<file path="src/rtl/wrr_arb_top.sv">
// Weighted round-robin arbiter: registered valid/ready grant with per-winner
// burst credit, plus saturating per-channel wait counters and a worst-case tracker.
module wrr_arb_top #(
  parameter int REQCNT   = 16,
  parameter int WEIGHT_W = 4,
  parameter int WAIT_W   = 16
) (
  input  logic                         clk_i,
  input  logic                         rst_i,
  input  logic [REQCNT-1:0]            req_i,
  input  logic                         req_val_i,
  input  logic [REQCNT*WEIGHT_W-1:0]   weight_i,
  output logic [$clog2(REQCNT)-1:0]    req_num_o,
  output logic                         req_num_val_o,
  input  logic                         req_num_rdy_i,
  output logic [WAIT_W-1:0]            max_wait_o,
  input  logic                         max_wait_clr_i
);
  localparam int IDX_W = $clog2(REQCNT);
  localparam logic [0:0] ST_IDLE  = 1'b0;
  localparam logic [0:0] ST_GRANT = 1'b1;

  logic [0:0]          state_q, state_d;
  logic [IDX_W-1:0]    num_q, num_d;
  logic [IDX_W-1:0]    ptr_q, ptr_d;
  logic [WEIGHT_W-1:0] credit_q, credit_d;
  logic [WAIT_W-1:0]   wait_q [REQCNT];
  logic [WAIT_W-1:0]   wait_d [REQCNT];
  logic [WAIT_W-1:0]   max_q, max_d;

  logic                xfer_s;
  logic [IDX_W-1:0]    base_s;
  logic [IDX_W-1:0]    win_s;
  logic                win_found_s;
  logic [WEIGHT_W-1:0] win_weight_s;
  logic [WEIGHT_W-1:0] fresh_credit_s;

  assign xfer_s = (state_q == ST_GRANT) && req_num_rdy_i;
  // On a transfer the just-served channel becomes the search base, so it is the last candidate.
  assign base_s = xfer_s ? num_q : ptr_q;

  // Round-robin search starting at base+1 with modulo-REQCNT wrap.
  always_comb begin
    logic [IDX_W:0]   sum_v;
    logic [IDX_W-1:0] idx_v;
    win_found_s = 1'b0;
    win_s       = '0;
    sum_v       = '0;
    idx_v       = '0;
    for (int i = 1; i <= REQCNT; i++) begin
      sum_v = {1'b0, base_s} + (IDX_W+1)'(i);
      idx_v = (sum_v >= (IDX_W+1)'(REQCNT)) ? IDX_W'(sum_v - (IDX_W+1)'(REQCNT))
                                            : sum_v[IDX_W-1:0];
      win_s       = (!win_found_s && req_i[idx_v]) ? idx_v : win_s;
      win_found_s = win_found_s | req_i[idx_v];
    end
  end

  // Winner's weight and the credit it starts with (weight 0 behaves as 1).
  always_comb begin
    win_weight_s = '0;
    for (int k = 0; k < REQCNT; k++) begin
      win_weight_s = (win_s == IDX_W'(k)) ? weight_i[k*WEIGHT_W +: WEIGHT_W] : win_weight_s;
    end
    fresh_credit_s = (win_weight_s == '0) ? '0 : win_weight_s - WEIGHT_W'(1);
  end

  // Grant FSM next state.
  always_comb begin
    state_d  = state_q;
    num_d    = num_q;
    credit_d = credit_q;
    ptr_d    = ptr_q;
    case (state_q)
      ST_IDLE: begin
        if (req_val_i && win_found_s) begin
          state_d  = ST_GRANT;
          num_d    = win_s;
          credit_d = fresh_credit_s;
        end else begin
          state_d  = ST_IDLE;
        end
      end
      ST_GRANT: begin
        if (!xfer_s) begin
          state_d = ST_GRANT;
        end else if ((credit_q != '0) && req_i[num_q] && req_val_i) begin
          credit_d = credit_q - WEIGHT_W'(1);
        end else begin
          ptr_d = num_q;
          if (req_val_i && win_found_s) begin
            num_d    = win_s;
            credit_d = fresh_credit_s;
          end else begin
            state_d  = ST_IDLE;
          end
        end
      end
      default: begin
        state_d = ST_IDLE;
      end
    endcase
  end

  // Saturating wait counters and the running maximum of their next values.
  always_comb begin
    logic [WAIT_W-1:0] max_v;
    max_v = max_q;
    for (int k = 0; k < REQCNT; k++) begin
      if (req_i[k] && !(xfer_s && (num_q == IDX_W'(k)))) begin
        wait_d[k] = (wait_q[k] == {WAIT_W{1'b1}}) ? wait_q[k] : wait_q[k] + WAIT_W'(1);
      end else begin
        wait_d[k] = '0;
      end
      max_v = (wait_d[k] > max_v) ? wait_d[k] : max_v;
    end
    max_d = max_wait_clr_i ? '0 : max_v;
  end

  // State registers with synchronous reset.
  always_ff @(posedge clk_i) begin
    if (rst_i) begin
      state_q  <= ST_IDLE;
      num_q    <= '0;
      ptr_q    <= IDX_W'(REQCNT-1);
      credit_q <= '0;
      max_q    <= '0;
      for (int k = 0; k < REQCNT; k++) begin
        wait_q[k] <= '0;
      end
    end else begin
      state_q  <= state_d;
      num_q    <= num_d;
      ptr_q    <= ptr_d;
      credit_q <= credit_d;
      max_q    <= max_d;
      for (int k = 0; k < REQCNT; k++) begin
        wait_q[k] <= wait_d[k];
      end
    end
  end

  assign req_num_o     = num_q;
  assign req_num_val_o = (state_q == ST_GRANT);
  assign max_wait_o    = max_q;

endmodule

</file>
<file path="config.mk">
export PLATFORM = sky130hd
export DESIGN_NAME = wrr_arb_top
export DESIGN_NICKNAME = d
export VERILOG_FILES = /design/src/rtl/wrr_arb_top.sv
export SDC_FILE = /design/constraint.sdc
export NUM_CORES = 2
export LEC_CHECK = 0
export BUFFER_PORTS_ARGS = -buffer_cell sky130_fd_sc_hd__buf_2
export CAP_MARGIN = 20
export CORE_ASPECT_RATIO = 0.7
export CORE_MARGIN = 2
export CORE_UTILIZATION = 65
export CTS_CLUSTER_SIZE = 12
export DETAILED_ROUTE_END_ITERATION = 8
export PLACE_DENSITY = 0.83
export SETUP_SLACK_MARGIN = 0.1
export SLEW_MARGIN = 40
export SYNTH_ARGS = -nofsm -noshare
export SYNTH_HDL_FRONTEND = slang
export SYNTH_SLANG_ARGS = --single-unit
</file>
<file path="constraint.sdc">
create_clock -name clk_i -period 106.1 [get_ports clk_i]
set_clock_uncertainty 0.1 [all_clocks]
set_input_delay 5.305 -clock clk_i [delete_from_list [all_inputs] [get_ports clk_i]]
set_output_delay 5.305 -clock clk_i [all_outputs]
set_load 0.01 [all_outputs]
</file>
==> results list <==
* Fraction of synthesis flops using an asynchronous set or reset pin: 0%
- Core Region: about 40000 µm²
- Static timing analysis puts the maximum clock frequency at about 21 MHz.
- In the final layout, the multi-input gates occupy ~19000 µm².
* Slew @ Worst Pin: approximately 840 ps
* WHS: 456 ps
- In the finished design, the share of the clock period the worst path needs comes to 44.6%.
* Effective utilization at floorplan: roughly 66%
* Hold-fix buffers, CTS: 0
- Dividing the detail-routed wire length by the instance count gives 18.7 µm.
- For the worst setup path, the data required time is 106420 ps.
- Final worst path period need: 47280 ps
- Post-Syn Nets: about 3800
- In this run, the number of DRC markers left after iteration 0 of detailed routing was roughly 2600.
- Fin nets: 3818
* Setup Fix Bufs, Post-CTS: 0
- At the placement stage, the worst setup path has a slack of 58500 ps.
* Overflow left after global routing: 0
- The worst setup path is launched from an input pin.
- Buffer cell driving the clock tree root: sky130_fd_sc_hd__clkbuf_16
- The clock passes through at most 3 buffers.
* Final Core Density: between 70 and 80%
* Routed WL: 75600 µm
- STA classifies the critical path endpoint as a flop.
* Slowest cell on the critical path: sky130_fd_sc_hd__o31ai_4
- Number of buffers inserted during clock tree synthesis: 30
* Via density per instance: 6.33
* Arrival time at the worst endpoint: 47600 ps
- Final hold violation count: 0
- In the layout the commonest cells are 437 x sky130_fd_sc_hd__nor2_1, 285 x sky130_fd_sc_hd__dfxtp_1, 254 x sky130_fd_sc_hd__ha_1.
- The floorplan has 61 rows.
- Number of vias after detailed routing: about 26000
- After technology mapping, the gate count stands at 3433.
- Synthesis instantiated between 100 and 150 different standard cells from the library.
- Initial antenna violation count: 1
- The worst setup path is of the input pin to flop kind.
- Clock transition at the register clock pins on the worst setup and hold paths after CTS: 60 ps
- In this run the cell area of the synthesized design comes to 26300 µm².
- HPWL Detailed: 59300 µm
* Final WS setup: around 60000 ps
- Antenna Violating Nets Remaining: 0
* GP Congestion: 0.994
- Register area: 5710 µm²
* HP Start: credit_q[0]
- The filler cells instantiated in the layout total 3236.
- The via count of the first global-routing pass came to 23205.
- Most common cell after layout, fill and taps aside: sky130_fd_sc_hd__nor2_1
* CTS tree: built
- Maximum single-stage delay on the critical path: about 720 ps
- GRT Total Usage: 34.5%
- The startpoint identified for the worst register-to-register timing path is wait_q[0][0].
- Max-slew violation count: 0
- Number of warnings printed during yosys synthesis: 0
- Area Growth Syn to Fin: 7.33%
- IO buf count: roughly 110
- Vertical die dimension: 172 µm
- After clock tree synthesis, the repair step resized 0 gates.
- The post-route netlist has 10.7% of its cells at a drive strength greater than 1.
- The first global-routing pass estimated 119000 µm of wire.
* Crit-path most repeated cell: sky130_fd_sc_hd__a21oi_1
- In the synthesized netlist the dominant register cell turns out to be sky130_fd_sc_hd__dfxtp_1.
- DIE WIDTH: 244 µm
* Crit path launch: req_num_rdy_i
* Flip-flop and latch count after synthesis: roughly 290
* Average footprint of a synthesized cell: 7.65 µm²
- Entering global routing, the biggest net connects 137 pins.
- The run finished with clean final reports.
- The synthesized design contains 0 enable-type register cells.
- Clock latency on the worst-skew pair, taken at its later pin, is between 500 and 600 ps.
* Sequential area share after synthesis: 21.7%
- For this run, the detailed router's first-pass iteration total came to 6.
- Setup repair after global routing left no endpoint under its margin.
- In this run the tightest slew margin relative to its limit is ~43%.
- The die covers 42100 µm².
- H-tree levels: 1
- Adding up every negative setup slack in the final design gives 0 ps.
- Worst-path maximum fanout: 33
- I/O pin count: approximately 110
- Setup violations remaining at the end of the flow were counted as 0.
* Sinks on Clock Net: 285
- After detailed routing, the number of remaining DRC violations is 0.
* Tightest Hold Check Type: flop to flop
* Max-Cap Viols: 0
sequential cells by signal, summed over array words and instances (netlist names):
name	count
ptr_q	4
req_num_val_o	1
wait_q	256
credit_q	4
max_wait_o	16
req_num_o	4
kinds of logic (layout without fill, tap and decap cells):
logic type               Yosys count  after routing  share of synthesized area (%)
AND/OR/NAND/NOR                 1481           1481                           28.5
AO/OA/AOI/OAI                    592            592                           15.1
buffers and inverters            352            414                           5.13
flip-flops                       285            285                           21.7
multiplexers                     265            265                           10.7
adder cells (fa/ha/maj)          256            256                           12.2
XOR/XNOR                         202            202                           6.73
other                              0              2                              0
synthesized netlist by cell type (80+ instances only):
cell type,n,share of area [%]
sky130_fd_sc_hd__nor2b_1,80,1.9
sky130_fd_sc_hd__inv_1,228,3.3
sky130_fd_sc_hd__o21ai_0,122,2.3
sky130_fd_sc_hd__mux2i_1,184,7.0
sky130_fd_sc_hd__xnor2_1,82,2.7
sky130_fd_sc_hd__clkbuf_1,99,1.4
sky130_fd_sc_hd__nor3_1,153,2.9
sky130_fd_sc_hd__xor2_1,120,4.0
sky130_fd_sc_hd__nand4_1,91,2.2
sky130_fd_sc_hd__ha_1,254,12
sky130_fd_sc_hd__nand3_1,130,2.5
sky130_fd_sc_hd__nand2_1,225,3.2
sky130_fd_sc_hd__dfxtp_1,285,22
sky130_fd_sc_hd__nor2_1,438,6.3
sky130_fd_sc_hd__a21oi_1,170,3.2
worst paths after layout:
path | endpoint | cells past startpoint | slack (ps)
hold / removal | credit_q[0] | 1 | 460
setup / recovery | max_wait_o[10] | 201 | 58820
hold reg to reg | credit_q[0] | 1 | 460
setup reg to reg | max_wait_o[10] | 205 | 62580
worst max-delay path: cells and delay by family:
kind	cells	cell delay [ps]
AOI/OAI and AO/OA	89	19610
and+or+nand+nor	67	10550
buffers and inverters	15	2700
muxes	14	4480
adders and majority gates	16	4840
stage by stage:
step / area [µm²] / cells
global placement: 27200 / 3979
global route: 28200 / 4031
CTS: 28100 / 4027
finish: 28200 / 4032
detailed placement: 27200 / 3979
floorplan: 26300 / 3433
layout make-up:
type	instances	share of cell area (%)
Sequential cell	285	20.2
Tap cell	535	2.37
Clock buffer	43	2.98
Timing Repair Buffer	136	2.82
Antenna cell	2	0.0177
Clock inverter	5	0.248
Multi-Input combinational cell	2796	68.3
Inverter	230	3.06
per-layer routing:
layer	vias to the layer above	GRT usage, %	wire length, µm
li1	12310	-	-
met1	11992	50.8	35700
met2	1087	52.7	31600
met3	132	4.89	6630
met4	0	8.70	1660
met5	-	0	0
Power is left out: the tool's default activity adds up to more than one toggle a clock period on the data nets, which glitch-free logic cannot reach.
